==> config.mk <==
export PLATFORM = sky130hd
export DESIGN_NAME = dma_copy_engine
export DESIGN_NICKNAME = d
export VERILOG_FILES = /design/src/rtl/dma_copy_engine.sv
export SDC_FILE = /design/constraint.sdc
export NUM_CORES = 1
export LEC_CHECK = 0
export CAP_MARGIN = 20
export CORE_MARGIN = 2
export CORE_UTILIZATION = 41
export DETAILED_ROUTE_END_ITERATION = 10
export GPL_TIMING_DRIVEN = 1
export MAX_ROUTING_LAYER = met4
export PLACE_DENSITY_LB_ADDON = 0.2
export SLEW_MARGIN = 20
export SYNTH_ARGS = -nofsm -noshare
export SYNTH_HDL_FRONTEND = slang
export SYNTH_SLANG_ARGS = --single-unit
==> constraint.sdc <==
create_clock -name Clk -period 2.8 [get_ports Clk]
set_clock_uncertainty 0.15 [all_clocks]
set_input_delay 0.28 -clock Clk [delete_from_list [all_inputs] [get_ports Clk]]
set_output_delay 0.28 -clock Clk [all_outputs]
set_load 0.005 [all_outputs]
==> src/rtl/dma_copy_engine.sv <==
// dma_copy_engine
//   Bus initiator that copies a block of words from a source word address to a
//   destination word address. Each word takes one read cycle and then one write
//   cycle. The engine asks the CPU-side arbiter for the bus with o_BusReq and
//   waits for i_BusGnt. Any cycle without grant pauses the engine in its
//   current state.
//
//   Optional feature (macro DMA_FILL_EN): adds i_Fill and i_Pattern. With the
//   latched fill bit set, the engine writes the latched pattern to every
//   destination word and never issues a read cycle.
//
// Ports
//   Clk        clock, rising edge
//   Reset      asynchronous, active-low reset
//   i_Start    start request, sampled only while idle
//   i_Src      source start word address
//   i_Dst      destination start word address
//   i_Count    number of words to copy (0 completes with no bus activity)
//   i_Fill     (DMA_FILL_EN) fill mode select, latched at start
//   i_Pattern  (DMA_FILL_EN) fill pattern, latched at start
//   o_Busy     high in every state except idle
//   o_Done     one-cycle completion pulse
//   o_BusReq   bus request to the arbiter
//   i_BusGnt   bus grant from the arbiter
//   o_A        bus word address
//   o_WE       bus write enable
//   o_D        bus write data
//   i_D        bus read data, combinational, valid in the same cycle as o_A
module dma_copy_engine #(
   parameter int unsigned CNT_W = 6
) (
   input  logic             Clk,
   input  logic             Reset,
   input  logic             i_Start,
   input  logic [31:0]      i_Src,
   input  logic [31:0]      i_Dst,
   input  logic [CNT_W-1:0] i_Count,
`ifdef DMA_FILL_EN
   input  logic             i_Fill,
   input  logic [31:0]      i_Pattern,
`endif
   output logic             o_Busy,
   output logic             o_Done,
   output logic             o_BusReq,
   input  logic             i_BusGnt,
   output logic [31:0]      o_A,
   output logic             o_WE,
   output logic [31:0]      o_D,
   input  logic [31:0]      i_D
);

   typedef enum logic [2:0] {
      S_IDLE,
      S_REQ,
      S_READ,
      S_WRITE,
      S_DONE
   } state_t;

   state_t           state, state_nxt;
   logic [31:0]      src_q, dst_q, data_q;
   logic [CNT_W-1:0] rem_q;
   logic             load, rd_cap, wr_adv;
   logic             fill_mode;
   logic [31:0]      wr_data;

`ifdef DMA_FILL_EN
   logic             fill_q;
   logic [31:0]      pat_q;

   always_ff @(posedge Clk or negedge Reset) begin
      if (!Reset) begin
         fill_q <= 1'b0;
         pat_q  <= '0;
      end else if (load) begin
         fill_q <= i_Fill;
         pat_q  <= i_Pattern;
      end
   end

   assign fill_mode = fill_q;
   assign wr_data   = fill_q ? pat_q : data_q;
`else
   assign fill_mode = 1'b0;
   assign wr_data   = data_q;
`endif

   always_ff @(posedge Clk or negedge Reset) begin
      if (!Reset) begin
         state  <= S_IDLE;
         src_q  <= '0;
         dst_q  <= '0;
         data_q <= '0;
         rem_q  <= '0;
      end else begin
         state <= state_nxt;
         if (load) begin
            src_q <= i_Src;
            dst_q <= i_Dst;
            rem_q <= i_Count;
         end
         if (rd_cap) begin
            data_q <= i_D;
            src_q  <= src_q + 32'd1;
         end
         if (wr_adv) begin
            dst_q <= dst_q + 32'd1;
            rem_q <= rem_q - CNT_W'(1);
         end
      end
   end

   // Bus outputs are decoded from state and registers; o_WE follows grant
   // directly so that a grant drop in WRITE never produces a write strobe.
   always_comb begin
      state_nxt = state;
      load      = 1'b0;
      rd_cap    = 1'b0;
      wr_adv    = 1'b0;
      o_BusReq  = 1'b0;
      o_Done    = 1'b0;
      o_A       = '0;
      o_WE      = 1'b0;
      o_D       = '0;
      unique case (state)
         S_IDLE: begin
            if (i_Start) begin
               if (i_Count != '0) begin
                  load      = 1'b1;
                  state_nxt = S_REQ;
               end else begin
                  state_nxt = S_DONE;
               end
            end
         end
         S_REQ: begin
            o_BusReq = 1'b1;
            if (i_BusGnt)
               state_nxt = fill_mode ? S_WRITE : S_READ;
         end
         S_READ: begin
            o_BusReq = 1'b1;
            o_A      = src_q;
            if (i_BusGnt) begin
               rd_cap    = 1'b1;
               state_nxt = S_WRITE;
            end
         end
         S_WRITE: begin
            o_BusReq = 1'b1;
            o_A      = dst_q;
            o_D      = wr_data;
            o_WE     = i_BusGnt;
            if (i_BusGnt) begin
               wr_adv = 1'b1;
               if (rem_q == CNT_W'(1))
                  state_nxt = S_DONE;
               else
                  state_nxt = fill_mode ? S_WRITE : S_READ;
            end
         end
         S_DONE: begin
            o_Done    = 1'b1;
            state_nxt = S_IDLE;
         end
         default: state_nxt = S_IDLE;
      endcase
   end

   assign o_Busy = (state != S_IDLE);

endmodule

==> results by group, run 1 <==
Floorplan
  – Width of the die: 127 um
  – Site row count: 44
  – Starting density of the core: 0.422
  – Core ar.: 14,600 sq um
  – Chip height: 127 um
  – Total Die Area: 16,100 sq um
  – Ports: 174

Clocking
  – Num CTS Buffers: 9
  – Clock sinks: 105
  – H-Tree Depth: 3
  – Hold_buf cts: 1
  – Worst-path clk slew: 0.07 ns
  – Root Driver: clkbuf_16
  – Clk_lat worst skew: 0.35 ns
  – Post-CTS setup buffer count: 0
  – Clock Path Buffers: 2
  – CTS tree: done
  – Post_cts resized: 0

Synthesis
  – EDFF count, synth: 0
  – Mapped Nets: 825
  – Avg Cell Area, Syn: 8.65 sq um
  – Dominant register cell in the synthesized netlist: dfrtp_1
  – Post-synth cell types: 65
  – Synth Cell Area: 6180 sq um
  – Post-synth ARST share: 1.00
  – Number of synthesis warnings: 0
  – Post-synthesis cell count: 715
  – Flops & latches, synth: 105
  – Seq/Total Area, Yosys: 0.425

Worst setup path
  – Reg-to-reg startpoint: src_q[0]
  – Crit path cell chain: and3b_2 -> buf_12 -> a22o_1 -> clkdlybuf4s50_1
  – Reg-to-reg slack, setup: 0.35 ns
  – Worst-case reg-to-reg path depth: 7
  – Worst reg2reg path endpoint: src_q[22]
  – CP max FO: 64
  – WP data arrival: 2.26 ns
  – Crit Path Category: register to output port
  – Worst-path cell with the longest stage delay: dfrtp_1
  – Critical path required time: 2.37 ns
  – Element type at the critical path start: register
  – Crit. End Element: output port
  – Slowest stage delay, CP: 0.62 ns

Route
  – First DRT Iteration DRCs: 377
  – DR vias/cell: 5.77
  – WL final: 18,800 um
  – 1st-pass router iterations: 5
  – Routed len/inst: 17.7 um
  – Via count of the routed design: 6,138
  – Remaining DRCs: 0
  – Post-DRT Antenna Nets: 0

STA
  – RSZ-0062 raised after global routing: no
  – Setup TNS Final: 0 ns
  – Max-slew headroom: 0.365
  – Final Cycle Share: 0.961
  – Final hold viol count: 0
  – Final Hold Slack: 0.314 ns
  – Slew Limit Fails: 0
  – Finish-stage setup viols: 0
  – FMAX: 372 MHz
  – Final min period: 2.69 ns
  – Worst Tran Pin Value: 0.952 ns

Layout
  – Synthesis-to-finish area growth: 37.6%
  – Register area: 2630 sq um
  – Layout cells sized above 1: 0.0728
  – Commonest non-fill, non-tap cell in the layout: clkdlybuf4s50_1
  – # fillers: 1,275
  – Area taken by multi-input logic gates: 3320 sq um
  – Layout Utilization: 0.581
  – Fin nets: 984
  – Ant. Diodes: 0
  – Commonest non-fill, non-tap cells in the layout: clkdlybuf4s50_1, nand2_1, dfrtp_1

Run status
  – Status: completed

Place
  – Gpl congestion: 0.943
  – Buffers on Ports: 173
  – Hpwl dp: 13,700 um

Worst hold path
  – WHS Endpoint: data_q[0]
  – Min-delay src: data_q[0]
  – Hold Path Cell Cnt: 2
  – Min-delay worst type: register to register

Run
  – Max-Cap Viols: 0

GRT
  – First-pass GRT wire length: 30,200 um
  – Initial antenna violation count: 0
  – Grt total ovfl: 0
  – Number of global-route vias before repair: 5,823
  – Total GRT Usage: 0.240
  – Largest net degree at the start of global routing: 76

Power and ir drop
  – Power Dens Cells: 867 nW/um^2
  – Worst vdd ir: 430 uV
  – Total power: 7.37 mW
  – Leakage Power: 3.61 nW
## worst max path at each step
| stage | startpoint | to | slack (ns) | depth (start not counted) |
|---|---|---|---|---|
| 2_1_floorplan | src_q[0] | src_q[22] | 0.67 | 6 |
| 3_3_place_gp | i_Count[0] | dst_q[27] | 0.28 | 6 |
| 3_5_place_dp | i_Count[0] | dst_q[27] | 0.22 | 6 |
| 4_1_cts | state[0] | o_A[20] | 0.13 | 4 |
| 5_1_grt | state[0] | o_A[20] | 0.01 | 4 |
| 6_report | state[0] | o_A[20] | 0.11 | 4 |
## final cells by class
| type | instances | area share |
|---|---|---|
| clock inverter | 4 | 0.00897 |
| timing repair buffer | 198 | 0.233 |
| clock buffer | 12 | 0.0290 |
| inverter | 6 | 0.00265 |
| sequential | 105 | 0.309 |
| tap | 184 | 0.0271 |
| multi-input combinational | 554 | 0.391 |
## cell usage after synthesis, types with 15 or more instances
cell,n,area (sq um)
nor3_1,21,105
a22o_1,32,280
and2_1,35,219
nand4_1,17,106
nand2_1,156,586
a21oi_1,15,75.1
nand3_1,38,190
a211oi_1,15,113
buf_2,25,125
dfrtp_1,105,2630
clkbuf_1,21,78.8
o21ai_0,20,100
nor2_1,51,191
## power breakdown
group          switching (mW)  internal, mW
Combinational            1.38          1.73
Clock                   0.552         0.811
Sequential              0.772          2.13
Total                    2.71          4.67
## layer usage
layer  share of wire  routed length, um  track usage
met1            0.45               8370        0.328
met2            0.46               8660        0.368
met3           0.069               1290       0.0295
met4           0.024                459       0.0911
met5               0                  0            -
## kinds of logic after synthesis
logic type	count (synthesis)	share of synthesized area
xor+xnor	3	0.00425
mux	10	0.0162
compound gates	161	0.194
fa+ha+maj	4	0.00809
buf+inv	56	0.0405
flops	105	0.425
simple gates	376	0.312
## worst max-delay path: cells and delay by family (launching register included)
family          cells  cell delay, ns
buf+inv             2            0.77
flops               1            0.62
simple gates        1            0.28
compound gates      1            0.23
## metrics by stage
step / setup slack (ns) / cell area, sq um / instances
global placement: 0.276 / 8180 / 1046
detailed placement: 0.217 / 8180 / 1046
finish: 0.110 / 8510 / 1063
global route: 0.0117 / 8510 / 1063
CTS: 0.131 / 8510 / 1063
floorplan: 0.673 / 6180 / 715
## sequential cells by signal (all words and copies together) (netlist names)
signal	cells
state	3
dst_q	32
data_q	32
src_q	32
rem_q	6
Power figures use the tool's default switching activity.
==> run 2: changes to the inputs <==
==> constraint.sdc (replaced) <==
create_clock -name Clk -period 3.15 [get_ports Clk]
set_clock_uncertainty 0.15 [all_clocks]
set_input_delay 0.315 -clock Clk [delete_from_list [all_inputs] [get_ports Clk]]
set_output_delay 0.315 -clock Clk [all_outputs]
set_load 0.005 [all_outputs]
==> results by group, run 2 (synthesized netlist as in run 1, its figures left out) <==
Layout
  – Fin nets: 976 (-0.81%)
  – Post-route cell area: 8400 sq um (-1.2%)
  – Layout cells sized above 1: 0.0643 (-0.00852)
  – Final Non-Filler Cells: 1,055 (-0.75%)
  – Area taken by multi-input logic gates: 3320 sq um (unchanged)
  – Register area: 2630 sq um (unchanged)
  – Largest regs: data_q (32), dst_q (32), src_q (32)
  – Synthesis-to-finish area growth: 35.9%
  – Layout Utilization: 0.574 (-0.00726)
  – Commonest non-fill, non-tap cells in the layout: clkdlybuf4s50_1, nand2_1, dfrtp_1
  – Commonest non-fill, non-tap cell in the layout: clkdlybuf4s50_1
  – # fillers: 1,262 (-1.0%)
  – Ant. Diodes: 0 (unchanged)

Route
  – Post-DRT Antenna Nets: 0 (unchanged)
  – WL final: 18,800 um (about the same)
  – DR vias/cell: 5.74 (-0.55%)
  – DRT met1 WL: 8580 um (+2.5%)
  – First DRT Iteration DRCs: 392 (+4.0%)
  – DR WL met2: 8780 um (+1.4%)
  – Via count of the routed design: 6,058 (-1.3%)
  – Remaining DRCs: 0 (unchanged)
  – Routed len/inst: 17.8 um (+0.81%)
  – 1st-pass router iterations: 5 (unchanged)
  – Top Metal Used: met4
  – Routed wl met3: 1210 um (-6.5%)

Power and ir drop
  – Sequential power share: 0.402 (+0.009)
  – Clock network power share: 0.173 (-0.012)
  – Leakage Power: 3.55 nW (-1.6%)
  – Internal power: 4.01 mW (-14%)
  – Power Dens Cells: 762 nW/um^2 (-12%)
  – Worst vdd ir: 352 uV (-18%)
  – Psw: 2.39 mW (-12%)
  – Gate power share: 0.425 (+0.003)
  – Sw Share: 0.373 (+0.00620)
  – Total power: 6.40 mW (-13%)

STA
  – RSZ-0062 raised after global routing: no
  – Final min period: 2.85 ns
  – Final Cycle Share: 0.904
  – Finish-stage setup viols: 0 (unchanged)
  – Worst Slack Setup Final: 0.302 ns (+0.192 ns)
  – Final Hold Slack: 0.319 ns (+0.00492 ns)
  – Max-slew headroom: 0.489 (+0.124)
  – FMAX: 351 MHz
  – Worst Tran Pin Value: 0.766 ns (-0.185 ns)
  – Final hold viol count: 0 (unchanged)
  – Slew Limit Fails: 0 (unchanged)
  – Setup TNS Final: 0 ns (unchanged)

Clocking
  – Worst-path clk slew: 0.07 ns (about the same)
  – H-Tree Depth: 3 (unchanged)
  – Post_cts resized: 0 (unchanged)
  – Clk_lat worst skew: 0.34 ns (about the same)
  – Post-CTS setup buffer count: 0 (unchanged)
  – Num CTS Buffers: 9 (unchanged)
  – Clock Path Buffers: 2 (unchanged)
  – CTS tree: done
  – Clock sinks: 105 (unchanged)
  – Root Driver: clkbuf_16

Place
  – Pre-CTS WS: 0.310 ns (+0.0937 ns)
  – Gpl congestion: 0.934 (-0.88%)
  – Buffers on Ports: 173 (unchanged)
  – Total placed cells including tap cells: 1,038 (-0.76%)
  – Placed Instance Area: 8100 sq um (-0.89%)
  – Hpwl dp: 13,600 um (-1.0%)

Floorplan
  – Width of the die: 127 um (unchanged)
  – Core ar.: 14,600 sq um (unchanged)
  – Site row count: 44 (unchanged)
  – Total Die Area: 16,100 sq um (unchanged)
  – Ports: 174 (unchanged)
  – Starting density of the core: 0.422 (unchanged)
  – Chip height: 127 um (unchanged)

GRT
  – Largest net degree at the start of global routing: 65 (-14%)
  – First-pass GRT wire length: 30,000 um (-0.64%)
  – Initial antenna violation count: 0 (unchanged)
  – Number of global-route vias before repair: 5,696 (-2.2%)
  – Total GRT Usage: 0.239 (-0.00125)
  – Grt total ovfl: 0 (unchanged)

Worst hold path
  – Min-delay worst type: register to register

Worst setup path
  – CP max FO: 35 (-45%)
  – Crit. End Element: output port
  – WP data arrival: 2.38 ns (+0.12 ns)
  – Element type at the critical path start: register
  – Reg-to-reg slack, setup: 0.63 ns (+0.28 ns)
  – Crit Path Category: register to output port
  – Critical path required time: 2.68 ns (+0.31 ns)

Run status
  – Status: completed

Run
  – Max-Cap Viols: 0 (unchanged)
[run 2: changes by cell type in the layout (fill, tap and decap cells not counted), sizes merged]
cell / change
clkinv: +2
buf: -8
clkbuf: -1
bufinv: -1
[run 2: cell type report]
type                            instances  area share
Clock buffer                           11      0.0277
Multi-Input combinational cell        554       0.396
Timing Repair Buffer                  190       0.227
Sequential cell                       105       0.313
Clock inverter                          5     0.00670
Tap cell                              184      0.0274
Inverter                                6     0.00268
[run 2: path summary, 6_finish.rpt]
| check | start | to | cells after the start |
|---|---|---|---|
| max | state[1] | o_A[21] | 4 |
| min in group asynchronous | Reset | data_q[18] | 2 |
| min reg2reg | data_q[13] | data_q[13] | 2 |
| min | data_q[13] | data_q[13] | 2 |
| max in group asynchronous | Reset | src_q[22] | 3 |
| max reg2reg | state[1] | src_q[23] | 6 |
[run 2: power groups by stage]
| stage | registers (mW) | clock network [mW] | logic [mW] |
|---|---|---|---|
| 3_3_place_gp | 2.55 | 0 | 2.67 |
| 4_1_cts | 2.55 | 1.13 | 2.74 |
| 3_5_place_dp | 2.58 | 0 | 2.73 |
| 5_1_grt | 2.66 | 1.20 | 3.00 |
| 2_1_floorplan | 2.29 | 0 | 1.59 |
| 6_report | 2.57 | 1.11 | 2.72 |
[run 2: what timing repair did]
| item | CTS | global route |
|---|---|---|
| setup endpoints to repair | 0 | 0 |
| hold buffers | 1 | 0 |
| endpoints found under the hold margin | 58 | 0 |
[run 2: layer usage]
| layer | vias up | GRT usage |
|---|---|---|
| met1 | 2859 | 0.329 |
| met5 | - | - |
| met4 | 0 | 0.0685 |
| met3 | 17 | 0.0346 |
| met2 | 251 | 0.370 |
| li1 | 2931 | - |
[run 2: worst max-delay path, stage by stage, from the launching register on]
cell and delay [ns]:
dfrtp_1 0.63, nor3b_4 0.26, buf_4 0.34, a22o_1 0.27, clkdlybuf4s50_1 0.52
